$ cat src/rtl/mips_pkg.sv
// rtl/mips_pkg.sv - shared MIPS opcode constants and fetch FSM state type
// Purpose : opcode/funct encodings used by the fetch unit and the decoder,
//           the fetch sequencer state type, and a small opcode helper.
// Ports   : none (package).
package mips_pkg;

  localparam logic [5:0] OP_RTYPE = 6'h00;
  localparam logic [5:0] OP_J     = 6'h02;
  localparam logic [5:0] OP_JAL   = 6'h03;
  localparam logic [5:0] OP_BEQ   = 6'h04;
  localparam logic [5:0] OP_BNE   = 6'h05;
  localparam logic [5:0] OP_ADDI  = 6'h08;
  localparam logic [5:0] OP_LW    = 6'h23;
  localparam logic [5:0] OP_SW    = 6'h2B;
  localparam logic [5:0] FUNCT_JR = 6'h08;

  typedef enum logic [1:0] {
    IDLE  = 2'd0,
    FETCH = 2'd1,
    EXEC  = 2'd2,
    ERROR = 2'd3
  } fetch_state_t;

  function automatic logic is_rtype(input logic [5:0] opcode);
    return opcode == OP_RTYPE;
  endfunction

endpackage

$ cat src/rtl/next_pc_sel.sv
// rtl/next_pc_sel.sv - combinational next-PC priority mux and adders
// Purpose : picks the PC that follows the executing instruction.
//           Priority: jr (opcode-qualified) > jump > taken branch > pc+4.
// Ports   : pc, instr, rs_data, jump, branch, nequal, jr, alu_zero (in);
//           next_pc, pc4, jr_misaligned (out).
import mips_pkg::*;

module next_pc_sel #(
  parameter int ADDR_W = 32
) (
  input  logic [ADDR_W-1:0] pc,
  input  logic [31:0]       instr,
  input  logic [31:0]       rs_data,
  input  logic              jump,
  input  logic              branch,
  input  logic              nequal,
  input  logic              jr,
  input  logic              alu_zero,
  output logic [ADDR_W-1:0] next_pc,
  output logic [ADDR_W-1:0] pc4,
  output logic              jr_misaligned
);

  logic              jr_q;
  logic              br_taken;
  logic [ADDR_W-1:0] br_off;
  logic [ADDR_W-1:0] jr_tgt;
  logic [ADDR_W-1:0] j_tgt;

  assign pc4 = pc + ADDR_W'(4);

  // Control decodes Jr from funct alone; only trust it on R-type words.
  assign jr_q = jr && is_rtype(instr[31:26]);

  // bne flips the sense of the zero flag.
  assign br_taken = branch && (alu_zero ^ nequal);

  assign br_off = ADDR_W'({{14{instr[15]}}, instr[15:0], 2'b00});

  // A misaligned jr target is flagged but still followed word-aligned.
  assign jr_tgt        = ADDR_W'({rs_data[31:2], 2'b00});
  assign jr_misaligned = jr_q && (rs_data[1:0] != 2'b00);

  assign j_tgt = {pc4[ADDR_W-1:28], instr[25:0], 2'b00};

  always_comb begin
    next_pc = pc4;
    if (jr_q) begin
      next_pc = jr_tgt;
    end else if (jump) begin
      next_pc = j_tgt;
    end else if (br_taken) begin
      next_pc = pc4 + br_off;
    end
  end

endmodule

$ cat src/rtl/instr_fetch_unit.sv
// rtl/instr_fetch_unit.sv - PC register and instruction-fetch sequencer
// Purpose : fetches the word at pc over im_req/im_ack, holds it in instr for
//           the decoder while instr_valid, then advances pc from the control
//           inputs. A fetch that waits TIMEOUT cycles for im_ack locks in ERROR.
// Ports   : clk, rst_n (async, active low);
//           im_req/im_addr/im_ack/im_rdata - instruction memory handshake;
//           instr/instr_valid - to Control; pc, link_addr (pc+4 for jal);
//           Jump/Branch/NEqual/Jal/Jr/alu_zero/rs_data - next-PC selection;
//           stall - holds EXEC; err - sticky timeout / misaligned jr flag.
import mips_pkg::*;

module instr_fetch_unit #(
  parameter int              ADDR_W   = 32,
  parameter logic [ADDR_W-1:0] RESET_PC = '0,
  parameter int              TIMEOUT  = 255
) (
  input  logic              clk,
  input  logic              rst_n,
  output logic              im_req,
  output logic [ADDR_W-1:0] im_addr,
  input  logic              im_ack,
  input  logic [31:0]       im_rdata,
  output logic [31:0]       instr,
  output logic              instr_valid,
  output logic [ADDR_W-1:0] pc,
  output logic [ADDR_W-1:0] link_addr,
  input  logic              Jump,
  input  logic              Branch,
  input  logic              NEqual,
  input  logic              Jal,
  input  logic              Jr,
  input  logic              alu_zero,
  input  logic [31:0]       rs_data,
  input  logic              stall,
  output logic              err
);

  localparam logic [7:0] TMO = 8'(TIMEOUT);

  fetch_state_t      state_q, state_d;
  logic [ADDR_W-1:0] pc_q;
  logic [31:0]       instr_q;
  logic [7:0]        tcnt_q;
  logic              err_q;
  logic [ADDR_W-1:0] next_pc;
  logic [ADDR_W-1:0] pc4;
  logic              jr_misaligned;

  // Control raises Jal together with Jump; either one selects the jump target.
  next_pc_sel #(.ADDR_W(ADDR_W)) u_next_pc_sel (
    .pc            (pc_q),
    .instr         (instr_q),
    .rs_data       (rs_data),
    .jump          (Jump | Jal),
    .branch        (Branch),
    .nequal        (NEqual),
    .jr            (Jr),
    .alu_zero      (alu_zero),
    .next_pc       (next_pc),
    .pc4           (pc4),
    .jr_misaligned (jr_misaligned)
  );

  always_comb begin
    state_d     = state_q;
    im_req      = 1'b0;
    instr_valid = 1'b0;
    case (state_q)
      IDLE:  state_d = FETCH;
      FETCH: begin
        im_req = 1'b1;
        if (im_ack) begin
          state_d = EXEC;
        end else if (tcnt_q + 8'd1 == TMO) begin
          state_d = ERROR;
        end
      end
      EXEC: begin
        instr_valid = 1'b1;
        if (!stall) begin
          state_d = FETCH;
        end
      end
      ERROR:   state_d = ERROR;
      default: state_d = IDLE;
    endcase
  end

  always_ff @(posedge clk or negedge rst_n) begin
    if (!rst_n) begin
      state_q <= IDLE;
      pc_q    <= RESET_PC;
      instr_q <= '0;
      tcnt_q  <= '0;
      err_q   <= 1'b0;
    end else begin
      state_q <= state_d;
      // Counter only runs inside FETCH, so it is zero on every FETCH entry.
      if (state_q == FETCH) begin
        if (im_ack) begin
          instr_q <= im_rdata;
        end else begin
          tcnt_q <= tcnt_q + 8'd1;
        end
      end else begin
        tcnt_q <= '0;
      end
      if (state_q == EXEC && !stall) begin
        pc_q <= next_pc;
        if (jr_misaligned) begin
          err_q <= 1'b1;
        end
      end
      if (state_d == ERROR) begin
        err_q <= 1'b1;
      end
    end
  end

  // pc_q only ever loads word-aligned values, so bits [1:0] stay zero.
  assign pc        = pc_q;
  assign im_addr   = pc_q;
  assign link_addr = pc4;
  assign instr     = instr_q;
  assign err       = err_q;

endmodule

$ cat config.mk
export PLATFORM = sky130hd
export DESIGN_NAME = instr_fetch_unit
export DESIGN_NICKNAME = d
export VERILOG_FILES = /design/src/rtl/mips_pkg.sv /design/src/rtl/next_pc_sel.sv /design/src/rtl/instr_fetch_unit.sv
export SDC_FILE = /design/constraint.sdc
export NUM_CORES = 1
export LEC_CHECK = 0
export BUFFER_PORTS_ARGS = -buffer_cell sky130_fd_sc_hd__buf_2
export CAP_MARGIN = 20
export CELL_PAD_IN_SITES_DETAIL_PLACEMENT = 0
export CELL_PAD_IN_SITES_GLOBAL_PLACEMENT = 2
export CORE_MARGIN = 2
export CORE_UTILIZATION = 25
export DETAILED_ROUTE_END_ITERATION = 16
export PLACE_DENSITY = 0.7
export SYNTH_ARGS = -nofsm -noshare
export SYNTH_HDL_FRONTEND = slang
export SYNTH_HIERARCHICAL = 1
export SYNTH_SLANG_ARGS = --single-unit
$ cat constraint.sdc
create_clock -name clk -period 6.65 [get_ports clk]
set_input_delay 0.9975 -clock clk [delete_from_list [all_inputs] [get_ports clk]]
set_output_delay 0.9975 -clock clk [all_outputs]
set_load 0.02 [all_outputs]
==> parameters.txt <==
Parameter                              Value

Routing
  Post-route DRC    0
  Wire length the detailed router placed on met1    11,200 microns
  Final wirelength    roughly 23,000 microns
  Wire per inst    19.1 microns
  Number of vias after detailed routing    5,989
  Number of vias per cell    around 5
  Count of nets left with antenna violations after detail routing    0
  Detailed router's first-iteration violation count    316
  Uppermost layer routed    met4
  Met3 WL    approximately 1300 microns
  Metal2 WL    approximately 11,000 microns
  Number of detailed-routing iterations run before antenna repair    5

Logic synthesis
  Count of warnings emitted by yosys    6
  Seq/Total Area, Yosys    0.279
  Ys flop type    dfrtp_1
  Post-synthesis area per instance    9.38 sq um
  Post-synth ARST share    1.00
  Combined area of all synthesized cells    just under 7000 sq um
  Unique cell type count in the Yosys netlist    64
  Number of nets produced by synthesis    830
  Number of flops mapped to enable cells by yosys    0
  Mapped Cells    717
  Seq cells post-synth    75

CTS
  Hold_buf cts    0
  Number of levels in the clock H-tree    3
  Root buffer cell    clkbuf_16
  Number of buffers created by CTS    9
  Clock latency at the later pin of the worst-skew pair    0.36 ns
  Number of buffers added for setup after CTS    0
  Count of cells resized by post-cts repair    0
  TritonCTS clock tree    done
  Maximum number of buffers from clock root to sink    2
  Sinks on the clock net    75
  Clock slew seen by the registers of the worst setup and hold paths    0.07 ns

Setup path
  Master of the slowest instance on the critical path    dfrtp_1
  Register-to-register setup slack    about 2.4 ns
  Cell family with most CP delay    simple AND/OR/NAND/NOR gates
  Most frequent CP cell    and3_1
  Startpoint of the worst setup timing path    im_addr[4]$_DFFE_PN0P_
  Endpoint type of the worst setup path    flop
  Startpoint of the lowest-slack register-to-register path    im_addr[4]$_DFFE_PN0P_
  CP Data Required Time    slightly below 7 ns
  Crit path cell chain    and3_1, and3_1, and3_1, nand2_1, xnor2_1, ha_1, nand3_1, nor2_1, a211oi_2, a31oi_1, o211ai_1, mux2i_1, o21ai_1, o211a_1, mux2_4
  CP startpoint kind    flop
  Kind of critical path    reg -> reg
  Biggest cell delay along the critical path    0.47 ns
  CP Buf/Inv Count    0
  Arrival time worst endpoint    between 4 and 5 ns
  Maximum fanout along the worst path    8
  R2r endpoint    im_addr[23]$_DFFE_PN0P_
  Reg2reg path depth    15

Floorplanning
  Effective utilization at floorplan    0.252
  Total die area    between 20,000 and 30,000 sq um
  Row Count    60
  IO Count    between 200 and 250
  Floorplan die height    ~170 microns
  Floorplan core area    26,700 sq um
  Width of the chip    168 microns

STA
  Worst hold slack after final layout    0.492 ns
  Fin. Hold Viols    0
  RSZ-0062 raised after global routing    false
  Number of failing setup endpoints in the final timing report    0
  Post-layout min period    4.28 ns
  Number of pins with negative max-slew slack in the final report    0
  Fmax    0.234 GHz
  Relative slew margins    0.296
  Slew @ Worst Pin    between 1 and 1.5 ns
  Setup TNS    0 ns
  Period utilisation layout    0.644
  Max Clock Skew    0.0130 ns

Global routing
  Grt ovf    0
  Vias in the first global route    5,841
  First-pass GRT wire length    35,700 microns
  Antenna violations before repair    0
  Total global-route track usage    0.164
  Pin count of the biggest net entering global routing    46

Power
  Pwr dens    135 nW/um^2
  Peak supply drop    0.000113 V
  Overall Power    between 1 and 1.5 mW
  Static Leakage    approximately 4.2 nW

Finish
  Share of layout cells above drive strength 1    0.353
  Commonest non-fill, non-tap cell in the layout    buf_2
  Most frequent cells in the layout    203 x buf_2, 75 x dfrtp_1, 60 x mux2_4
  Layout Nets    986
  Area grow syn2layout    19.8%
  Number of diodes added for antenna fixing    0

Min path
  Worst min-delay path endpoint    err$_DFFE_PN0P_
  Number of cells on the worst hold path    2
  Startpoint of the tightest hold check path    err$_DFFE_PN0P_
  Hold/Removal Path Class    reg -> reg

Placed design
  Placer Congestion    just over 0.8
  Placed wire-length estimate after detailed placement    between 15,000 and 20,000 microns
  Number of buffer cells added on primary ports    204

Run status
  Status    finished clean

Job
  Reported max-cap violation count    0
[layout make-up]
cell class | instances | area (sq um)
fillers | 2843 | 18600
multi-input cells | 560 | 4310
flip-flops and latches | 75 | 1880
repair buffers | 210 | 1070
well taps | 341 | 427
clock buffers | 9 | 225
clock inverters | 7 | 82.6
inverters | 17 | 68.8
[power breakdown]
group	switching, mW	internal (mW)	total, mW
combinational	0.0585	0.0337	0.0923
sequential	0	0.456	0.456
clock	0.239	0.297	0.536
total	0.297	0.787	1.08
[through the flow]
step	instances	utilization	instance area [sq um]	worst slack (ns)
5_1_grt	1219	0.302	8060	2.04
4_1_cts	1219	0.302	8060	2.34
2_1_floorplan	717	-	6720	2.66
3_5_place_dp	1203	0.291	7750	2.39
3_3_place_gp	1203	0.291	7750	2.47
6_report	1219	0.302	8060	2.37
[synthesized netlist by cell type, types with 3 or more instances]
master | number | share of area
a211oi_1 | 14 | 0.016
a211oi_2 | 3 | 0.0056
a21o_1 | 17 | 0.019
a21oi_1 | 46 | 0.034
a221oi_1 | 3 | 0.0039
a31oi_1 | 8 | 0.0074
and2_1 | 4 | 0.0037
and3_1 | 13 | 0.012
and4_1 | 9 | 0.012
buf_12 | 3 | 0.0089
buf_4 | 35 | 0.039
buf_6 | 6 | 0.010
clkbuf_1 | 19 | 0.011
dfrtp_1 | 75 | 0.28
ha_1 | 38 | 0.071
inv_1 | 16 | 0.0089
mux2_2 | 4 | 0.0067
mux2_4 | 60 | 0.13
mux2i_1 | 6 | 0.0089
nand2_1 | 55 | 0.031
nand2b_1 | 3 | 0.0028
nand3_1 | 24 | 0.018
nand4_1 | 14 | 0.013
nor2_1 | 55 | 0.031
nor2b_1 | 4 | 0.0037
nor3_1 | 7 | 0.0052
o211ai_1 | 13 | 0.015
o211ai_2 | 3 | 0.0056
o21a_1 | 5 | 0.0056
o21ai_0 | 39 | 0.029
o21ai_1 | 5 | 0.0037
o21bai_1 | 4 | 0.0045
o22ai_1 | 6 | 0.0056
o31ai_1 | 6 | 0.0067
or3_1 | 9 | 0.0084
xnor2_1 | 40 | 0.052
xor2_1 | 13 | 0.017
[registers in the layout, indices dropped and copies added, names as in the netlist]
name,flops
err,1
im_addr,32
instr,32
state_q,2
tcnt_q,8
[routing by layer]
layer  up-vias  track usage
met4         0       0.0344
met3        17       0.0346
met5         -            0
met2       183        0.260
li1       2902            -
met1      2887        0.229
[worst max path at each step]
stage | cells past startpoint | endpoint | slack, ns
finish | 15 | im_addr[23]$_DFFE_PN0P_ | 2.37
global route | 15 | im_addr[23]$_DFFE_PN0P_ | 2.04
CTS | 15 | im_addr[23]$_DFFE_PN0P_ | 2.34
detailed placement | 15 | im_addr[29]$_DFFE_PN0P_ | 2.39
global placement | 15 | im_addr[23]$_DFFE_PN0P_ | 2.47
floorplan | 16 | im_addr[31]$_DFFE_PN0P_ | 2.66
[kinds of logic after synthesis]
family          after synthesis  synth area share
compound gates              186             0.184
buf+inv                      82            0.0802
fa+ha+maj                    39            0.0737
flops                        75             0.279
xor+xnor                     53            0.0690
mux                          70             0.150
simple gates                212             0.165
[worst register-to-register path: stages (launching register included)]
cell and delay [ns]:
dfrtp_1 0.47, and3_1 0.26, and3_1 0.41, and3_1 0.39, nand2_1 0.11, xnor2_1 0.31, ha_1 0.34, nand3_1 0.16
nor2_1 0.09, a211oi_2 0.43, a31oi_1 0.18, o211ai_1 0.23, mux2i_1 0.24, o21ai_1 0.12, o211a_1 0.18, mux2_4 0.25
Power figures use the tool's default switching activity.
